==> config.mk <==
export PLATFORM = sky130hd
export DESIGN_NAME = retire_trace_buffer
export DESIGN_NICKNAME = d
export VERILOG_FILES = /design/src/rtl/trace_pkg.sv /design/src/rtl/trace_fifo.sv /design/src/rtl/retire_trace_buffer.sv
export SDC_FILE = /design/constraint.sdc
export NUM_CORES = 1
export LEC_CHECK = 0
export CAP_MARGIN = 5
export CORE_MARGIN = 3
export CORE_UTILIZATION = 60
export CTS_BUF_LIST = sky130_fd_sc_hd__clkbuf_8 sky130_fd_sc_hd__clkbuf_16
export DETAILED_ROUTE_END_ITERATION = 10
export GPL_TIMING_DRIVEN = 0
export PLACE_DENSITY = 0.8
export SLEW_MARGIN = 20
export SYNTH_ARGS = -nofsm -noshare
export SYNTH_HDL_FRONTEND = slang
export SYNTH_SLANG_ARGS = --single-unit
==> constraint.sdc <==
create_clock -name CLK -period 25.5 [get_ports CLK]
set_input_delay 5.1 -clock CLK [delete_from_list [all_inputs] [get_ports CLK]]
set_output_delay 5.1 -clock CLK [all_outputs]
set_load 0.005 [all_outputs]
==> src/rtl/trace_pkg.sv <==
// Shared definitions for the retire trace buffer: default datapath width,
// halt detector state encoding and drop counter width.
package trace_pkg;

  localparam int unsigned XLEN_DEF = 64;
  localparam int unsigned DROP_W   = 16;

  localparam logic [0:0] ST_RUN  = 1'b0;
  localparam logic [0:0] ST_HALT = 1'b1;

endpackage

==> src/rtl/trace_fifo.sv <==
// Trace entry FIFO: DEPTH x WIDTH storage with wrapping pointers, an
// occupancy count and a registered head entry (no fall-through).
module trace_fifo #(
  parameter int unsigned DEPTH = 8,
  parameter int unsigned WIDTH = 128
) (
  input  logic                     clk,
  input  logic                     rst,
  input  logic                     push_req,
  input  logic [WIDTH-1:0]         wdata,
  input  logic                     rd_ready,
  output logic                     rd_valid,
  output logic [WIDTH-1:0]         rdata,
  output logic [$clog2(DEPTH):0]   count,
  output logic                     drop
);

  localparam int unsigned AW = $clog2(DEPTH);
  localparam int unsigned CW = AW + 1;
  localparam logic [CW-1:0] FULL_CNT = CW'(DEPTH);

  logic [WIDTH-1:0] mem [DEPTH];
  logic [AW-1:0]    wr_ptr;
  logic [AW-1:0]    rd_ptr;
  logic [AW-1:0]    rd_ptr_nxt;
  logic [CW-1:0]    count_nxt;
  logic [WIDTH-1:0] head_nxt;
  logic             full;
  logic             pop;
  logic             push;

  // Accept/drop decision, next pointers and next head entry.
  // The head is registered, so when the entry being written this edge is
  // about to become the head it is taken from wdata rather than the array.
  always_comb begin
    full       = (count == FULL_CNT);
    pop        = rd_valid && rd_ready;
    push       = push_req && (!full || pop);
    drop       = push_req && full && !pop;
    rd_ptr_nxt = pop ? rd_ptr + 1'b1 : rd_ptr;
    count_nxt  = count + {{AW{1'b0}}, push} - {{AW{1'b0}}, pop};
    head_nxt   = rdata;
    if (push && (rd_ptr_nxt == wr_ptr)) begin
      head_nxt = wdata;
    end else if (count_nxt != '0) begin
      head_nxt = mem[rd_ptr_nxt];
    end
  end

  // Pointer, occupancy and head register update.
  always_ff @(posedge clk or posedge rst) begin
    if (rst) begin
      wr_ptr   <= '0;
      rd_ptr   <= '0;
      count    <= '0;
      rd_valid <= 1'b0;
      rdata    <= '0;
    end else begin
      if (push) begin
        wr_ptr <= wr_ptr + 1'b1;
      end
      rd_ptr   <= rd_ptr_nxt;
      count    <= count_nxt;
      rd_valid <= (count_nxt != '0);
      rdata    <= head_nxt;
    end
  end

  // Storage array write port.
  always_ff @(posedge clk) begin
    if (push) begin
      mem[wr_ptr] <= wdata;
    end
  end

endmodule

==> src/rtl/retire_trace_buffer.sv <==
// Retire trace buffer: captures (PC, result) of each newly retired
// instruction into a FIFO, tracks dropped captures and detects a halted
// core by watching for a PC that stays the same for HALT_CYCLES samples.
module retire_trace_buffer
  import trace_pkg::*;
#(
  parameter int unsigned DEPTH       = 8,
  parameter int unsigned XLEN        = XLEN_DEF,
  parameter int unsigned HALT_CYCLES = 4
) (
  input  logic                     CLK,
  input  logic                     reset,
  input  logic [XLEN-1:0]          currentpc,
  input  logic [XLEN-1:0]          MemtoRegOut,
  input  logic                     capture_en,
  output logic                     out_valid,
  input  logic                     out_ready,
  output logic [XLEN-1:0]          out_pc,
  output logic [XLEN-1:0]          out_data,
  output logic [$clog2(DEPTH):0]   count,
  output logic                     overflow,
  output logic [DROP_W-1:0]        drop_count,
  output logic                     halted
);

  localparam int unsigned SW = $clog2(HALT_CYCLES) + 1;
  localparam logic [SW-1:0] STALL_MAX = SW'(HALT_CYCLES - 1);

  logic [XLEN-1:0]   prev_pc;
  logic              first_smp;
  logic              same_pc;
  logic              push_req;
  logic              drop;
  logic [SW-1:0]     stall_cnt;
  logic [0:0]        state;
  logic [0:0]        state_nxt;
  logic [2*XLEN-1:0] head;

  // Capture filter: push on the first sample or whenever the PC moves.
  always_comb begin
    same_pc  = !first_smp && (currentpc == prev_pc);
    push_req = capture_en && !same_pc;
  end

  // Remember the previous sample's PC for the filter and halt detector.
  always_ff @(posedge CLK or posedge reset) begin
    if (reset) begin
      prev_pc   <= '0;
      first_smp <= 1'b1;
    end else begin
      prev_pc   <= currentpc;
      first_smp <= 1'b0;
    end
  end

  // Count consecutive repeats of the same PC, saturating at the halt threshold.
  always_ff @(posedge CLK or posedge reset) begin
    if (reset) begin
      stall_cnt <= '0;
    end else if (same_pc) begin
      if (stall_cnt != STALL_MAX) begin
        stall_cnt <= stall_cnt + 1'b1;
      end
    end else begin
      stall_cnt <= '0;
    end
  end

  // Halt detector next state: HALT is sticky until reset.
  always_comb begin
    state_nxt = state;
    case (state)
      ST_RUN:  if (stall_cnt == STALL_MAX) state_nxt = ST_HALT;
      ST_HALT: state_nxt = ST_HALT;
      default: state_nxt = ST_RUN;
    endcase
  end

  // Halt detector state and its registered flag.
  always_ff @(posedge CLK or posedge reset) begin
    if (reset) begin
      state  <= ST_RUN;
      halted <= 1'b0;
    end else begin
      state  <= state_nxt;
      halted <= (state_nxt == ST_HALT);
    end
  end

  // Sticky overflow flag and saturating drop counter.
  always_ff @(posedge CLK or posedge reset) begin
    if (reset) begin
      overflow   <= 1'b0;
      drop_count <= '0;
    end else if (drop) begin
      overflow <= 1'b1;
      if (drop_count != '1) begin
        drop_count <= drop_count + 1'b1;
      end
    end
  end

  trace_fifo #(
    .DEPTH (DEPTH),
    .WIDTH (2 * XLEN)
  ) u_fifo (
    .clk      (CLK),
    .rst      (reset),
    .push_req (push_req),
    .wdata    ({currentpc, MemtoRegOut}),
    .rd_ready (out_ready),
    .rd_valid (out_valid),
    .rdata    (head),
    .count    (count),
    .drop     (drop)
  );

  assign out_pc   = head[2*XLEN-1:XLEN];
  assign out_data = head[XLEN-1:0];

endmodule

Word level (Yosys, flattened, before mapping)
Memories as Yosys holds them, arrays and structs flattened. A register that Yosys moved wholly into a read port is not among the register bits.
Cells that the tools add are included.
Storage, ports and cells
  register bits after elaboration: 97
  RAM bits: 1024
  input bits: 132
  output and inout port bits: 151
  word-level logic and storage cells: 47
  memories kept: 1
Cells by class
  add/subtract/negate cells: 6
  equality and inequality tests: 7
  mux-type cells: 7
  bitwise gates (word level): 1
  reduce and logical (&&, ||, !) cells: 15
Memories
  u_fifo.mem: depth 8, bits a word 128, read ports 1, clocked after Yosys merged registers in 1, write ports 1, line trace_fifo.sv:22  | logic [WIDTH-1:0] mem [DEPTH];
Operator list (count)
  $eq A64 B64 Y1: 1
  $add A16 B1 Y16 const B: 1
  $ne A16 B16 Y1 const B: 1
  $add A3 B1 Y3 const B: 3
  $mux W3: 3
  $logic_and A1 B1 Y1: 7
  $add A4 B1 Y4: 1
  $eq A4 B4 Y1 const B: 1
  $logic_not A1 Y1: 4
  $reduce_bool A4 Y1: 1
  $sub A4 B1 Y4: 1
  $eq A3 B2 Y1 const B: 1
  $eq A3 B3 Y1: 1
  $mux W1: 3
  $ne A3 B2 Y1 const B: 1
  $ne A2 B1 Y1 const B: 1
  $pmux W1 S2: 1
  $reduce_and A2 Y1: 1
  $reduce_bool A2 Y1: 1
  $logic_or A1 B1 Y1: 1
  $not A1 Y1: 1

Depth between registers and ports, before layout
Gate-level depths: netlist (run 1).
  word-level depth: 9
  mapped depth: 19
  gate-level depth less buffers: 15

By module
From an unflattened synthesis (run 1), not the netlist that was laid out.
Second synthesis, totals
  cell total of the unflattened synthesis: 3578
  area total of the unflattened synthesis: 48412.7 sq um
Modules (own cells, without submodules)
  trace_fifo: times used 1, cells each 3323, area each 45040.7 sq um, sequential area each 34227.8 sq um
  retire_trace_buffer: times used 1, cells each 255, area each 3372.0 sq um, sequential area each 2153.3 sq um

Worst setup path after synthesis (run 1)
OpenSTA, ideal clock, no wires.
  path type: input -> register
  start: in currentpc[25]
  end: mem u_fifo.mem[4][0], enable pin
  library setup time: 975 ps
  arrival time: 18923 ps
  data required time: 24525 ps
  setup slack: 5603 ps
  cell stages on the path: 8
  path buffers: 1
  path through: inv_1 o22a_1 nand4_1 nor4_1 nand4_1 nand3_1 buf_2 nor4b_1
Between the ends
  cells in the longest elaborated chain, start to end: 7
RTL lines
  from (decl): line retire_trace_buffer.sv:13  | input logic [XLEN-1:0] currentpc,
  $eq A64 B64 Y1: line retire_trace_buffer.sv:41  | same_pc = !first_smp && (currentpc == prev_pc);
  $logic_and A1 B1 Y1: line retire_trace_buffer.sv:41
  $logic_not A1 Y1: line retire_trace_buffer.sv:42  | push_req = capture_en && !same_pc;
  $logic_and A1 B1 Y1: line retire_trace_buffer.sv:42
  $logic_and A1 B1 Y1: line trace_fifo.sv:38  | push = push_req && (!full || pop);
  $mux W1: line trace_fifo.sv:71  | if (push) begin
  $mux W1 (implied by the code): line trace_fifo.sv:72  | mem[wr_ptr] <= wdata;
  to (decl): line trace_fifo.sv:22
No other way between the ends.

Worst setup path after layout (run 1)
  start: in currentpc[52]
  end: reg u_fifo.rdata[18] (read register of u_fifo.mem)
Between the ends
  cells in the longest elaborated chain, start to end: 9
  elaborated cells on any way between the ends: 10
  classes of those cells: add/sub (2); eq/ne (1); reduce/logical (7)
RTL lines
  $eq A64 B64 Y1: line retire_trace_buffer.sv:41
  $logic_and A1 B1 Y1: line retire_trace_buffer.sv:41
  $logic_not A1 Y1: line retire_trace_buffer.sv:42
  $logic_and A1 B1 Y1: line retire_trace_buffer.sv:42
  $logic_and A1 B1 Y1: line trace_fifo.sv:38
  via u_fifo.push: line trace_fifo.sv:30  | logic push;
  $add A4 B1 Y4: line trace_fifo.sv:41  | count_nxt = count + {{AW{1'b0}}, push} - {{AW{1'b0}}, pop};
  $sub A4 B1 Y4: line trace_fifo.sv:41
  via u_fifo.count_nxt[2]: line trace_fifo.sv:26  | logic [CW-1:0] count_nxt;
  $reduce_bool A4 Y1: line trace_fifo.sv:45  | end else if (count_nxt != '0) begin
  $reduce_bool A2 Y1 (no line)
  to (decl): line trace_fifo.sv:13  | output logic [WIDTH-1:0] rdata,
The timed path passes the listed nets, and every way through them passes these cells.
A chain may end at the register's enable or synchronous reset.

==> summary.txt, run 1 <==
Run status
  – Result of the run: finished clean

Die
  – Width of the die: 291 um
  – Number of cell rows: 103
  – Initial standard-cell utilization of the core: 0.610
  – Die height: 291 um
  – Die outline area: 84500 um^2
  – Core outline area: roughly 80000 um^2
  – I/O pin count: approximately 280

Synth
  – Share of the synthesized netlist area taken by xor and xnor gates: 0.0148
  – Total standard cell area after synthesis: 48600 um^2
  – Cell taking the most area after synthesis: sky130_fd_sc_hd__edfxtp_1
  – Post-synthesis sequential area ratio: 0.749
  – Fraction of post-synthesis cell area in the top cell type by area: 0.633
  – Avg Cell Area, Syn: ~20 um^2
  – Synthesized netlist cell count: 2486
  – Net count of the mapped netlist: around 2600
  – Main combinational cell family by area after synthesis: multiplexers
  – Cell variety after synth: between 50 and 60
  – Main flop type after synthesis: sky130_fd_sc_hd__edfxtp_1
  – Flop and latch count out of synthesis: 1249
  – Post-synthesis simple-gate area fraction: 0.0391
  – Top cells by area, synth: sky130_fd_sc_hd__edfxtp_1 63%, sky130_fd_sc_hd__mux4_2 12%, sky130_fd_sc_hd__dfrtp_1 12%, sky130_fd_sc_hd__mux2_4 3.5%, sky130_fd_sc_hd__nand2_1 2.0%
  – Mux cell area share after synthesis: 0.158
  – Number of synthesized flops with an enable pin: 1024
  – Yosys Warn Count: 0
  – Compound-gate portion of the synthesized area: 0.0188
  – Share of async-settable or async-resettable flops after synthesis: 0.180
  – Area share of fa/ha/maj cells after synthesis: 0.00299

Layout
  – Final non-filler cell total: 4231
  – Share of layout cells above drive strength 1: 0.261
  – Register area: 36400 um^2
  – Fin area: 58100 um^2
  – Multi-input gate area in the final layout: ~11000 um^2
  – Filler cell count: 4527
  – Layout net count: 3200
  – Final core occ: 0.730
  – Synth-to-Final Area Change: 19.6%

Critical path
  – Buffers & Inverters on Critical Path: 6
  – Largest fanout of any net on the critical path: 11
  – Worst endpoint required time: approximately 26 ns
  – Startpoint class of the critical path: primary input
  – Critical path class: in -> reg
  – Critical path's slowest cell: sky130_fd_sc_hd__nor4_1
  – Series of cell instances along the critical path: clkdlybuf4s50_1, xnor2_1, nand4_1, nor4_1, nand4_1, nand3_1, buf_2, inv_1, ha_1, fa_1, xor2_1, or4_1, clkbuf_1, buf_2, clkbuf_1, a31oi_1, mux2_4
  – Endpoint kind of the worst setup timing path: register
  – Crit-path max cell delay: 0.84 ns
  – Cell family contributing the most delay on the critical path: buffers and inverters
  – Arrival time worst endpoint: between 10 and 15 ns
  – R2R setup slack: 19.06 ns

Placed design
  – RePlAce Congestion: between 0.8 and 0.9
  – Pre-CTS setup slack: 13.81 ns
  – Count of buffers from port buffering: 282
  – Cell Area, Placed: 54200 um^2
  – Placed wire-length estimate: roughly 81000 um
  – Post-Place Cells: 3986

Clock network
  – Clock slew at the register clock pins of the worst setup and hold paths: 0.06 ns
  – Clock buffer count from CTS: 119
  – Worst-Skew Late Latency: just under 0.7 ns
  – CTS tree: built
  – Maximum buffer depth of the clock tree: 3
  – TritonCTS sink count: 1249
  – Number of gates resized after cts: 0
  – # hold bufs at CTS: 0
  – Clock H-tree levels: 3
  – Post-CTS Setup Repair Bufs: 0
  – Cell chosen for the clock root: sky130_fd_sc_hd__clkbuf_16

Global routing
  – First-pass GRT wire length: 184000 um
  – Total overflow reported by the global router: 0
  – Maximum number of pins on one net before global-route repair: 81
  – Total global routing track utilization: 0.296
  – Via count of the first global-routing pass: 28327
  – Antenna violations before repair: 21

Power and ir drop
  – Power density normalized to cell area: 133 nW/um^2
  – Maximum ir drop on the vdd rail: 0.0811 mV
  – Total Power Consumption: between 7 and 8 mW
  – Leakage Power: 21.1 nW

Detailed routing
  – Met1 layer wirelength in the final routing: about 46000 um
  – Top routing layer in use: met5
  – Number of detailed-route iterations in the first pass: 5
  – DRC violation count after routing: 0
  – ANT nets after route: 0
  – Metal2 WL: 61800 um
  – Wirelength per Cell: 29.4 um
  – Via-per-instance ratio: 6.40
  – Aggregate routed wire length: 124000 um
  – Detail Route met3 WL: 11700 um
  – Iter 0 DRT Violations: around 3000
  – Total via count in the routed design: 27070

STA
  – Period minus WS final: 11.17 ns
  – Headroom to the max-slew limit: 0.295
  – Fraction of the cycle the final worst path needs: 0.438
  – Worst hold slack: 0.467 ns
  – Final hold vios: 0
  – Slew at the pin closest to its max-slew limit: 1.03 ns
  – Max Slew Vio Count: 0
  – Achievable clock frequency: 89.5 MHz
  – Count of endpoints failing setup in the final report: 0
  – Worst clock skew on the final layout: 0.0274 ns
  – Post-route setup slack: 14.33 ns
  – Setup repair after global routing missed its margin: false
  – TNS Setup: 0 ns

Worst hold path
  – Worst min-delay path class: reg -> reg

Flow run
  – Count of max-cap constraint violations: 0
[cells by family after synthesis]
| family | after synthesis |
|---|---|
| flops | 1249 |
| simple gates | 459 |
| fa+ha+maj | 11 |
| mux | 388 |
| buf+inv | 155 |
| xor+xnor | 81 |
| other cells | 1 |
| compound gates | 142 |
[synthesized netlist by cell type (2+ instances only)]
cell type                  count
sky130_fd_sc_hd__mux2_2       10
sky130_fd_sc_hd__nand4_1      21
sky130_fd_sc_hd__xnor2_1      36
sky130_fd_sc_hd__buf_2        35
sky130_fd_sc_hd__nand3_1      11
sky130_fd_sc_hd__nor2_1      128
sky130_fd_sc_hd__and3_1       13
sky130_fd_sc_hd__dfrtp_1     224
sky130_fd_sc_hd__o21ai_1       7
sky130_fd_sc_hd__mux2i_1       8
sky130_fd_sc_hd__nor4b_1       3
sky130_fd_sc_hd__buf_1         2
sky130_fd_sc_hd__nor3_1        3
sky130_fd_sc_hd__nor4_1       12
sky130_fd_sc_hd__ha_1         10
sky130_fd_sc_hd__buf_4        24
sky130_fd_sc_hd__clkbuf_1     59
sky130_fd_sc_hd__buf_8        11
sky130_fd_sc_hd__nand2_1     261
sky130_fd_sc_hd__a31oi_1     122
sky130_fd_sc_hd__xor2_1       44
sky130_fd_sc_hd__inv_2         2
sky130_fd_sc_hd__edfxtp_1   1024
sky130_fd_sc_hd__inv_1        18
sky130_fd_sc_hd__mux2_4      114
sky130_fd_sc_hd__buf_6         4
sky130_fd_sc_hd__mux4_2      256
[worst register-to-register path, cell delays in order, from the launching register on]
cell,delay (ns)
sky130_fd_sc_hd__dfrtp_1,0.37
sky130_fd_sc_hd__xnor2_1,0.48
sky130_fd_sc_hd__nand4_1,0.24
sky130_fd_sc_hd__nor4_1,0.84
sky130_fd_sc_hd__nand4_1,0.46
sky130_fd_sc_hd__nand3_1,0.30
sky130_fd_sc_hd__buf_2,0.35
sky130_fd_sc_hd__inv_1,0.10
sky130_fd_sc_hd__ha_1,0.24
sky130_fd_sc_hd__fa_1,0.42
sky130_fd_sc_hd__xor2_1,0.22
sky130_fd_sc_hd__or4_1,0.14
sky130_fd_sc_hd__clkbuf_1,0.44
sky130_fd_sc_hd__buf_2,0.56
sky130_fd_sc_hd__clkbuf_1,0.63
sky130_fd_sc_hd__a31oi_1,0.22
sky130_fd_sc_hd__mux2_4,0.30
[layout by cell type, fill, tap and decap left out, types with 13 or more instances in the layout]
cell	n
sky130_fd_sc_hd__nand2_1	261
sky130_fd_sc_hd__and3_1	13
sky130_fd_sc_hd__nand4_1	21
sky130_fd_sc_hd__diode_2	18
sky130_fd_sc_hd__clkdlybuf4s50_1	282
sky130_fd_sc_hd__inv_1	45
sky130_fd_sc_hd__mux2_4	114
sky130_fd_sc_hd__a31oi_1	122
sky130_fd_sc_hd__edfxtp_1	1024
sky130_fd_sc_hd__dfrtp_1	224
sky130_fd_sc_hd__xnor2_1	36
sky130_fd_sc_hd__clkinv_1	15
sky130_fd_sc_hd__clkbuf_16	121
sky130_fd_sc_hd__mux4_2	256
sky130_fd_sc_hd__clkbuf_1	57
sky130_fd_sc_hd__buf_2	122
sky130_fd_sc_hd__buf_4	80
sky130_fd_sc_hd__nor2_1	126
sky130_fd_sc_hd__clkinv_2	26
sky130_fd_sc_hd__xor2_1	44
sky130_fd_sc_hd__bufinv_16	13
[power by group]
part           internal [mW]  switching (mW)
combinational           1.57            1.60
sequential              2.61           0.165
clock                   1.01           0.750
total                   5.20            2.52
[sequential cells by signal, summed over array words and instances (netlist names)]
name	count
drop_count	16
first_smp	1
overflow	1
prev_pc	64
stall_cnt	3
state	1
u_fifo.count	4
u_fifo.mem	1024
u_fifo.rd_ptr	3
u_fifo.rd_valid	1
u_fifo.rdata	128
u_fifo.wr_ptr	3
[final timing paths]
kind	depth (start not counted)	to	startpoint
min in group asynchronous	2	u_fifo.rdata[34]	reset
max in group asynchronous	3	first_smp	reset
worst max-delay path	17	u_fifo.rdata[18]	currentpc[52]
worst min register to register	1	state	state
worst max register to register	16	u_fifo.rdata[18]	prev_pc[52]
worst min-delay path	1	state	state
[layout make-up]
cell class / instances / area share
Sequential cell: 1249 / 0.626
Multi-Input combinational cell: 1082 / 0.196
Timing Repair Buffer: 450 / 0.0720
Clock buffer: 129 / 0.0540
Tap cell: 1050 / 0.0226
Clock inverter: 98 / 0.0139
Buffer: 135 / 0.0137
Inverter: 20 / 0.00142
Antenna cell: 18 / 0.000775
[layer usage]
layer  up-vias  GRT usage
met5         -          0
met1     14182      0.399
met3       291     0.0690
met2      1592      0.480
met4        12      0.106
li1      10993          -
No activity file was read; power rests on OpenSTA's default activity.
==> run 2, diff against run 1 <==
Settings changed: CORE_UTILIZATION 60 to 54, PLACE_DENSITY 0.8 to 0.76.
Clock period 25.5 ns to 10.2 ns, I/O delays scaled along.
==> run 2 against run 1 <==
Compared with the run above:
- wire length fell by 1.6%
- combinational power rose by 150%
- core utilization fell by 7.3 points
==> summary.txt, run 2 (same netlist as run 1, synthesis figures left out) <==
Clock network
  – Clock slew at the register clock pins of the worst setup and hold paths: 0.06 ns (about the same)
  – Clock H-tree levels: 3 (unchanged)
  – TritonCTS sink count: 1249 (unchanged)
  – Maximum buffer depth of the clock tree: 3 (unchanged)
  – # hold bufs at CTS: 0 (unchanged)
  – Post-CTS Setup Repair Bufs: 0 (unchanged)
  – Worst-Skew Late Latency: 0.70 ns (+0.02 ns)
  – CTS tree: built
  – Clock buffer count from CTS: 120 (+0.84%)
  – Cell chosen for the clock root: sky130_fd_sc_hd__clkbuf_16
  – Number of gates resized after cts: 0 (unchanged)

Global routing
  – Antenna violations before repair: 18 (-14%)
  – GR met1 Demand/Resource: 0.362 (-0.0364)
  – Total overflow reported by the global router: 0 (unchanged)
  – Fraction of met3 tracks used by global routing: 0.0568 (-0.0122)
  – First-pass GRT wire length: 182000 um (-1.1%)
  – Maximum number of pins on one net before global-route repair: 79 (-2.5%)
  – Most used routing layer: met2
  – Global-route met2 utilization: 0.432 (-0.0477)
  – Via count of the first global-routing pass: 27197 (-4.0%)
  – Total global routing track utilization: 0.265 (-0.0309)

Power and ir drop
  – Maximum ir drop on the vdd rail: 0.203 mV (+150%)
  – Total Power Consumption: 19.1 mW (+150%)
  – Power density normalized to cell area: 328 nW/um^2 (+150%)
  – Leakage Power: 20.9 nW (-0.85%)

Placed design
  – Pre-CTS setup slack: 1.53 ns (-12.28 ns)
  – Cell Area, Placed: 54400 um^2 (+0.49%)
  – Count of buffers from port buffering: 282 (unchanged)
  – RePlAce Congestion: 0.791 (-2.8%)
  – Post-Place Cells: 4055 (+1.7%)
  – Placed wire-length estimate: 81600 um (+1.4%)

Worst hold path
  – Hold wc startpoint: state
  – Worst min-delay path class: reg -> reg
  – WHS Path Cells: 1 (unchanged)
  – Hold-critical path endpoint: state

STA
  – Max Slew Vio Count: 0 (unchanged)
  – Count of endpoints failing setup in the final report: 0 (unchanged)
  – Worst clock skew on the final layout: 0.0435 ns (+0.0161 ns)
  – Fraction of the cycle the final worst path needs: 0.785
  – Final hold vios: 0 (unchanged)
  – Achievable clock frequency: roughly 120 MHz
  – Period minus WS final: 8.01 ns
  – Headroom to the max-slew limit: 0.285 (-0.0108)
  – TNS Setup: 0 ns (unchanged)
  – Slew at the pin closest to its max-slew limit: 1.05 ns (+0.0158 ns)
  – Setup repair after global routing missed its margin: false
  – Worst hold slack: 0.483 ns (+0.0152 ns)
  – Post-route setup slack: 2.19 ns (-12.14 ns)

Detailed routing
  – Iter 0 DRT Violations: 2842 (-6.5%)
  – Wirelength per Cell: 28.4 um (-3.1%)
  – Number of detailed-route iterations in the first pass: 5 (unchanged)
  – Via-per-instance ratio: 6.06 (-5.3%)
  – ANT nets after route: 0 (unchanged)
  – Aggregate routed wire length: 122000 um (-1.6%)
  – DRC violation count after routing: 0 (unchanged)
  – Total via count in the routed design: 26037 (-3.8%)

Layout
  – Share of layout cells above drive strength 1: 0.250 (-0.0119)
  – Most frequent cells in the layout: 1024 x sky130_fd_sc_hd__edfxtp_1, 282 x sky130_fd_sc_hd__clkdlybuf4s50_1, 261 x sky130_fd_sc_hd__nand2_1, 256 x sky130_fd_sc_hd__mux4_2, 224 x sky130_fd_sc_hd__dfrtp_1
  – Register ranked first by flip-flop count: u_fifo.mem
  – Flip-flop count of the largest register, all copies and words added: 1024 (unchanged)
  – Synth-to-Final Area Change: 20.0%
  – Commonest non-fill, non-tap cell in the layout: sky130_fd_sc_hd__edfxtp_1
  – Layout net count: 3155 (-1.4%)
  – Fin area: 58300 um^2 (+0.29%)
  – Filler cell count: 5730 (+27%)
  – Final non-filler cell total: 4297 (+1.6%)
  – Final core occ: 0.657 (-0.0732)
  – Register area: 36400 um^2 (unchanged)
  – Multi-input gate area in the final layout: 11400 um^2 (+0.31%)
  – Registers with the most flip-flops: u_fifo.mem (1024), u_fifo.rdata (128), prev_pc (64)

Critical path
  – Worst endpoint required time: 10.75 ns (-15.30 ns)
  – Startpoint class of the critical path: primary input
  – R2r startpoint: prev_pc[52]
  – Series of cell instances along the critical path: clkdlybuf4s50_1, xnor2_1, nand4_1, nor4_1, nand4_1, nand3_1, buf_2, inv_1, ha_1, fa_1, xor2_1, or4_1, clkbuf_1, buf_2, clkbuf_1, a31oi_1, mux2_4
  – Critical path's slowest cell: sky130_fd_sc_hd__nor4_1
  – Largest fanout of any net on the critical path: 11 (unchanged)
  – Worst flop-to-flop path endpoint: u_fifo.rdata[112]
  – Arrival time worst endpoint: 8.55 ns (-3.17 ns)
  – Depth of the most critical reg-to-reg path: 16 (unchanged)
  – Endpoint kind of the worst setup timing path: register
  – Crit-path max cell delay: 0.76 ns (-0.08 ns)
  – Critical path class: in -> reg
  – R2R setup slack: 3.91 ns (-15.15 ns)

Die
  – Core outline area: 88800 um^2 (+11%)
  – Die outline area: 93600 um^2 (+11%)
  – Width of the die: 306 um (+5.3%)
  – I/O pin count: 283 (unchanged)
  – Die height: 306 um (+5.3%)
  – Number of cell rows: 109 (+5.8%)
  – Initial standard-cell utilization of the core: 0.547 (-0.0628)

Flow run
  – Count of max-cap constraint violations: 0 (unchanged)

Run status
  – Result of the run: finished clean
run 2: final cells by class:
class,count,area share
flip-flops and latches,1249,0.624
well taps,1165,0.0250
clock inverters,91,0.0105
multi-input cells,1082,0.196
repair buffers,404,0.0732
clock buffers,136,0.0557
plain buffers,135,0.0137
diodes,15,0.000644
inverters,20,0.00142
run 2: where the power goes:
group,switching (mW),internal (mW)
registers,0.392,6.54
clock network,1.87,2.44
logic,3.93,3.94
run 2: critical path, delay by kind of cell:
family	cells	cell delay, ns
fa+ha+maj	2	0.67
xor+xnor	2	0.79
mux	1	0.31
buf+inv	6	2.67
compound gates	1	0.21
simple gates	5	1.85
run 2: worst max path at each step:
stage	cells after the start	end	startpoint
global route	17	u_fifo.rdata[112]	currentpc[52]
finish	17	u_fifo.rdata[112]	currentpc[52]
floorplan	8	u_fifo.mem[3][0]	currentpc[25]
CTS	17	u_fifo.rdata[112]	currentpc[52]
global placement	9	u_fifo.mem[3][49]	currentpc[59]
detailed placement	17	u_fifo.rdata[55]	currentpc[52]
run 2: per-layer routing:
layer	vias up	share of wire
li1	10891	-
met5	-	0.00087
met4	14	0.031
met1	13664	0.39
met2	1229	0.50
met3	239	0.085
